## config.mk

```make
export PLATFORM = sky130hd
export DESIGN_NAME = d_stage_front
export DESIGN_NICKNAME = d
export VERILOG_FILES = /design/src/rtl/mips_pkg.sv /design/src/rtl/d_stage_front_cmp.sv /design/src/rtl/d_stage_front.sv
export SDC_FILE = /design/constraint.sdc
export NUM_CORES = 1
export LEC_CHECK = 0
export ABC_AREA = 1
export BUFFER_PORTS_ARGS = -buffer_cell sky130_fd_sc_hd__buf_4
export CORE_AREA = 2 2 179 181
export DETAILED_ROUTE_END_ITERATION = 6
export DIE_AREA = 0 0 181 183
export PLACE_DENSITY = 0.46
export SYNTH_ARGS = -nofsm -noshare
export SYNTH_HDL_FRONTEND = slang
export SYNTH_SLANG_ARGS = --single-unit
```

## constraint.sdc

```tcl
create_clock -name clk -period 5.1 [get_ports clk]
set_clock_uncertainty 0.05 [all_clocks]
set_input_delay 1.02 -clock clk [delete_from_list [all_inputs] [get_ports clk]]
set_output_delay 1.02 -clock clk [all_outputs]
set_load 0.01 [all_outputs]
```

## src/rtl/mips_pkg.sv

```systemverilog
// Shared MIPS constants: opcode/funct fields, next-PC control encoding and reset PC.
// Field extraction helpers keep bit slicing consistent across decode logic.
package mips_pkg;

    localparam logic [5:0] OP_SPECIAL = 6'b000000;
    localparam logic [5:0] OP_REGIMM  = 6'b000001;
    localparam logic [5:0] OP_J       = 6'b000010;
    localparam logic [5:0] OP_JAL     = 6'b000011;
    localparam logic [5:0] OP_BEQ     = 6'b000100;
    localparam logic [5:0] OP_BNE     = 6'b000101;
    localparam logic [5:0] OP_BLEZ    = 6'b000110;
    localparam logic [5:0] OP_BGTZ    = 6'b000111;

    localparam logic [5:0] FN_JR      = 6'b001000;
    localparam logic [5:0] FN_JALR    = 6'b001001;

    // REGIMM branch selectors live in the rt field
    localparam logic [4:0] RT_BLTZ    = 5'b00000;
    localparam logic [4:0] RT_BGEZ    = 5'b00001;

    localparam logic [2:0] JOP_NONE   = 3'd0;
    localparam logic [2:0] JOP_BR     = 3'd1;
    localparam logic [2:0] JOP_J      = 3'd2;
    localparam logic [2:0] JOP_JR     = 3'd3;

    localparam logic [31:0] MIPS_RESET_PC = 32'h0000_3000;

    function automatic logic [5:0] instr_opcode(input logic [31:0] instr);
        return instr[31:26];
    endfunction

    function automatic logic [5:0] instr_funct(input logic [31:0] instr);
        return instr[5:0];
    endfunction

    function automatic logic [4:0] instr_rs(input logic [31:0] instr);
        return instr[25:21];
    endfunction

    function automatic logic [4:0] instr_rt(input logic [31:0] instr);
        return instr[20:16];
    endfunction

endpackage

```

## src/rtl/d_stage_front_cmp.sv

```systemverilog
// Branch comparator: evaluates the branch condition for conditional branches on
// forwarded operands; deasserts for anything that is not a recognised branch.
module cmp
    import mips_pkg::*;
(
    input  logic [31:0] rsVal,
    input  logic [31:0] rtVal,
    input  logic [5:0]  opcode,
    input  logic [4:0]  rt,
    output logic        branchEn
);

    logic rs_eq_rt;
    logic rs_neg;
    logic rs_zero;

    assign rs_eq_rt = (rsVal == rtVal);
    assign rs_neg   = rsVal[31];
    assign rs_zero  = (rsVal == 32'd0);

    always_comb begin
        branchEn = 1'b0;
        unique case (opcode)
            OP_BEQ:  branchEn = rs_eq_rt;
            OP_BNE:  branchEn = !rs_eq_rt;
            OP_BLEZ: branchEn = rs_neg || rs_zero;
            OP_BGTZ: branchEn = !rs_neg && !rs_zero;
            OP_REGIMM: begin
                if (rt == RT_BGEZ)
                    branchEn = !rs_neg;
                else if (rt == RT_BLTZ)
                    branchEn = rs_neg;
            end
            default: branchEn = 1'b0;
        endcase
    end

endmodule

```

## src/rtl/d_stage_front.sv

```systemverilog
// Decode-stage front end: F/D register, E/M operand forwarding, control-flow
// classification and branch compare feeding the fetch unit's next-PC logic.
module d_stage_front
    import mips_pkg::*;
#(
    parameter logic [31:0] RESET_PC = MIPS_RESET_PC
) (
    input  logic        clk,
    input  logic        reset,
    input  logic        stall,
    input  logic [31:0] F_instr,
    input  logic [31:0] F_pc,
    input  logic [31:0] rf_rs,
    input  logic [31:0] rf_rt,
    input  logic [4:0]  E_fwdAddr,
    input  logic [31:0] E_fwdData,
    input  logic        E_fwdValid,
    input  logic [4:0]  M_fwdAddr,
    input  logic [31:0] M_fwdData,
    input  logic        M_fwdValid,
    output logic [31:0] D_instr,
    output logic [31:0] D_pc,
    output logic [31:0] D_pcPlus4,
    output logic [4:0]  rsAddr,
    output logic [4:0]  rtAddr,
    output logic [31:0] rsVal,
    output logic [31:0] rtVal,
    output logic [31:0] rsIn,
    output logic [15:0] offset,
    output logic [25:0] instr_index,
    output logic [2:0]  jumpOp,
    output logic        branchEn
);

    logic [31:0] instr_q, instr_d;
    logic [31:0] pc_q, pc_d;

    // No flush path: the delay-slot instruction is always captured.
    always_comb begin
        instr_d = instr_q;
        pc_d    = pc_q;
        if (reset) begin
            instr_d = 32'd0;
            pc_d    = RESET_PC;
        end else if (!stall) begin
            instr_d = F_instr;
            pc_d    = F_pc;
        end
    end

    always_ff @(posedge clk) begin
        instr_q <= instr_d;
        pc_q    <= pc_d;
    end

    logic [5:0] opcode;
    logic [5:0] funct;

    assign D_instr     = instr_q;
    assign D_pc        = pc_q;
    assign D_pcPlus4   = pc_q + 32'd4;
    assign opcode      = instr_opcode(instr_q);
    assign funct       = instr_funct(instr_q);
    assign rsAddr      = instr_rs(instr_q);
    assign rtAddr      = instr_rt(instr_q);
    assign offset      = instr_q[15:0];
    assign instr_index = instr_q[25:0];

    // $0 is hardwired; E is newer than M so it wins when both match.
    always_comb begin
        if (rsAddr == 5'd0)
            rsVal = 32'd0;
        else if (E_fwdValid && (rsAddr == E_fwdAddr))
            rsVal = E_fwdData;
        else if (M_fwdValid && (rsAddr == M_fwdAddr))
            rsVal = M_fwdData;
        else
            rsVal = rf_rs;
    end

    always_comb begin
        if (rtAddr == 5'd0)
            rtVal = 32'd0;
        else if (E_fwdValid && (rtAddr == E_fwdAddr))
            rtVal = E_fwdData;
        else if (M_fwdValid && (rtAddr == M_fwdAddr))
            rtVal = M_fwdData;
        else
            rtVal = rf_rt;
    end

    assign rsIn = rsVal;

    always_comb begin
        jumpOp = JOP_NONE;
        unique case (opcode)
            OP_BEQ, OP_BNE, OP_BLEZ, OP_BGTZ: jumpOp = JOP_BR;
            OP_REGIMM: begin
                if (rtAddr == RT_BGEZ || rtAddr == RT_BLTZ)
                    jumpOp = JOP_BR;
            end
            OP_J, OP_JAL: jumpOp = JOP_J;
            OP_SPECIAL: begin
                if (funct == FN_JR || funct == FN_JALR)
                    jumpOp = JOP_JR;
            end
            default: jumpOp = JOP_NONE;
        endcase
    end

    cmp u_cmp (
        .rsVal    (rsVal),
        .rtVal    (rtVal),
        .opcode   (opcode),
        .rt       (rtAddr),
        .branchEn (branchEn)
    );

endmodule
```

==> results.py <==
metrics = {
    "sta": {
        "setup_tns_ns": 0,
        "whs_ns": 0.469,
        "rsz0062_at_grt": "no",
        "finalCriticalPeriod_ns": 4.50,
        "fmaxAchievable_mhz": 222,
        "finalCritPeriodShare_pct": 88.3,
        "tightest_slew_ns": 0.597,
        "hold_viol": 0,
        "slew_violations": 0,
        "slew_headroom_pct": 60.2,
        "setup_ws_ns": 0.599,
        "setup_viol": 0,
    },
    "synthesis": {
        "synth-seq-area-share_pct": 19.6,
        "ys.warnings.count": 0,
        "synth_edf_count": 0,
        "syn_area_per_cell_sq_um": 5.45,
        "postSynth.asyncResetShare_pct": 0,
        "synth-seq-cells": 64,
        "ys_top_cells_by_area": "dfxtp_1, nand2_1, nor2_1",
        "synthCells": 1201,
        "syn_nets": 1409,
        "synth_top_area_cell": "dfxtp_1",
        "synth.cell_area_sq_um": 6550,
        "yosysUniqueCellTypes": 33,
        "synth_top_area_share_pct": 19.6,
        "synth-main-ff-cell": "dfxtp_1",
    },
    "pwr": {
        "total_power_mw": 2.17,
        "p_per_area_nw_per_um2": 216,
        "p_leak_nw": 5.61,
        "ir_worst_vdd_v": 0.000164,
    },
    "worst_setup_path": {
        "critPathKind": "primary input to primary output",
        "slowest_delay_ns": 0.32,
        "cp-startpoint": "E_fwdAddr[4]",
        "r2r-start": "D_instr[20]",
        "cp_max_fo": 31,
        "slowest_stage": "nand3_4",
        "cp.arrival_ns": 3.43,
        "path_depth": 19,
        "r2r_cells": 2,
        "r2r_slack_ns": 4.06,
        "crit_path_end_kind": "primary output",
        "startpoint_type": "primary input",
        "cp.buffers_inverters": 4,
        "cp_common_cell": "nand2_1",
        "required_ns": 4.03,
        "path_cells": "buf_4, inv_1, nand2_1, nand2_1, nor2_1, nand3_4, buf_12, nor2_1, nor2_1, nand2_1, xnor2_1, nand2_1, nor2_1, nand2_1, nor2_1, nand3_1, nand2_1, nand2_1, buf_4",
        "crit_family": "simple AND/OR/NAND/NOR gates",
        "setup.worst_path.end": "branchEn",
        "r2r-end": "D_instr[20]",
    },
    "clock_tree": {
        "clk_pin_slew_worst_paths_ns": 0.06,
        "h-tree-depth": 3,
        "clockRootBuffer": "clkbuf_16",
        "clock_path_buffers": 2,
        "cts_tree": "done",
        "cts_buffers": 9,
        "cts.sinks": 64,
        "cts_hold_buf": 0,
        "clock_latency_ns": 0.33,
        "cts_setup_buffers": 0,
        "post_cts_resized": 0,
    },
    "placed_design": {
        "pre_cts_ws_ns": 0.534,
        "gp_congestion": 0.894,
        "placed_area_sq_um": 9770,
        "portBuffers": 453,
        "dp.cells": 1930,
        "dp_hpwl_um": 26600,
    },
    "finish": {
        "nets": 1747,
        "drive_gt1_share_pct": 34.9,
        "design_area_sq_um": 10100,
        "mostFrequentLayoutCells": "buf_4, nand2_1, nor2_1",
        "final_util_pct": 32.2,
        "syn_to_final_growth_pct": 53.5,
        "final_common_cell": "buf_4",
        "final_cells": 1946,
    },
    "floorplanning": {
        "ios": 455,
        "die_w_um": 181,
        "die_area_sq_um": 33100,
        "die_y_um": 183,
        "start_util_pct": 21.0,
        "rows": 65,
        "fp.coreArea_sq_um": 31200,
    },
    "global_routing": {
        "antenna_found_initial": 2,
        "grt_pass1_vias": 8440,
        "grt_max_degree": 65,
        "grt_usage_pct": 19.1,
        "overflow": 0,
        "grt_pass1_wl_um": 49200,
    },
    "detailed_routing": {
        "wirelength_um": 33300,
        "ant_nets": 0,
        "dr_total_vias": 8676,
        "drt-initial-drc-count": 501,
        "first_pass_iters": 5,
        "wl_per_cell_um": 17.1,
        "avgViaCountPerCell": 4.46,
        "drc_errors": 0,
    },
    "worst_hold_path": {
        "hp-class": "flop to flop",
    },
    "status": {
        "status": "finished clean",
    },
    "job": {
        "maxCapViolCount": 0,
    },
}
[worst min path at each step]
stage	from	to	slack [ns]	cells after the start
detailed placement	D_pc[1]	D_pc[1]	0.45	2
finish	D_pc[1]	D_pc[1]	0.47	2
floorplan	D_pc[15]	D_pc[15]	0.47	2
CTS	D_pc[1]	D_pc[1]	0.46	2
global placement	D_pc[1]	D_pc[1]	0.45	2
global route	D_pc[1]	D_pc[1]	0.49	2
[worst reg2reg max path, stage by stage, from the launching register on]
cell and delay (ns):
dfxtp_1 0.63, inv_2 0.15, a21oi_1 0.16
[metal layers]
layer  global-route usage (%)  part of all wire, %
met3                     4.86                  8.5
met5                        0                0.039
met1                     22.6                   41
met2                     33.9                   49
met4                     5.72                  2.4
[state kept, by name (all words and copies together) (netlist names)]
name     flops
D_pc        32
D_instr     32
[kinds of logic (layout without fill, tap and decap cells)]
logic type | count (synthesis) | in the layout | share of synthesized area, %
other | 1 | 2 | 0.0573
DFF | 64 | 64 | 19.6
AOI/OAI and AO/OA | 99 | 99 | 7.66
adders and majority gates | 1 | 1 | 0.191
and+or+nand+nor | 751 | 751 | 48.0
xor gates and xnor gates | 34 | 34 | 4.55
buffers and inverters | 251 | 593 | 19.9
[cells in the mapped netlist (all sizes together) (11+ instances only)]
| cell | number |
|---|---|
| o21ai | 66 |
| nor3 | 11 |
| inv | 107 |
| a21oi | 30 |
| nand2 | 313 |
| nor2 | 262 |
| nand3 | 155 |
| buf | 117 |
| xor2 | 19 |
| xnor2 | 15 |
| clkbuf | 25 |
| dfxtp | 64 |
[layout make-up]
| cell class | count | area [sq um] |
|---|---|---|
| diodes | 1 | 2.50 |
| clock buffers | 12 | 256 |
| inverters | 109 | 409 |
| multi-input cells | 886 | 3990 |
| repair buffers | 469 | 3600 |
| flip-flops and latches | 64 | 1280 |
| well taps | 402 | 503 |
| clock inverters | 3 | 17.5 |
| fillers | 3578 | 21200 |
[power by group]
part           total, mW  internal (mW)  switching (mW)
sequential         0.590          0.536          0.0539
combinational      0.999          0.454           0.545
clock              0.580          0.351           0.229
No activity file was read; power rests on OpenSTA's default activity.
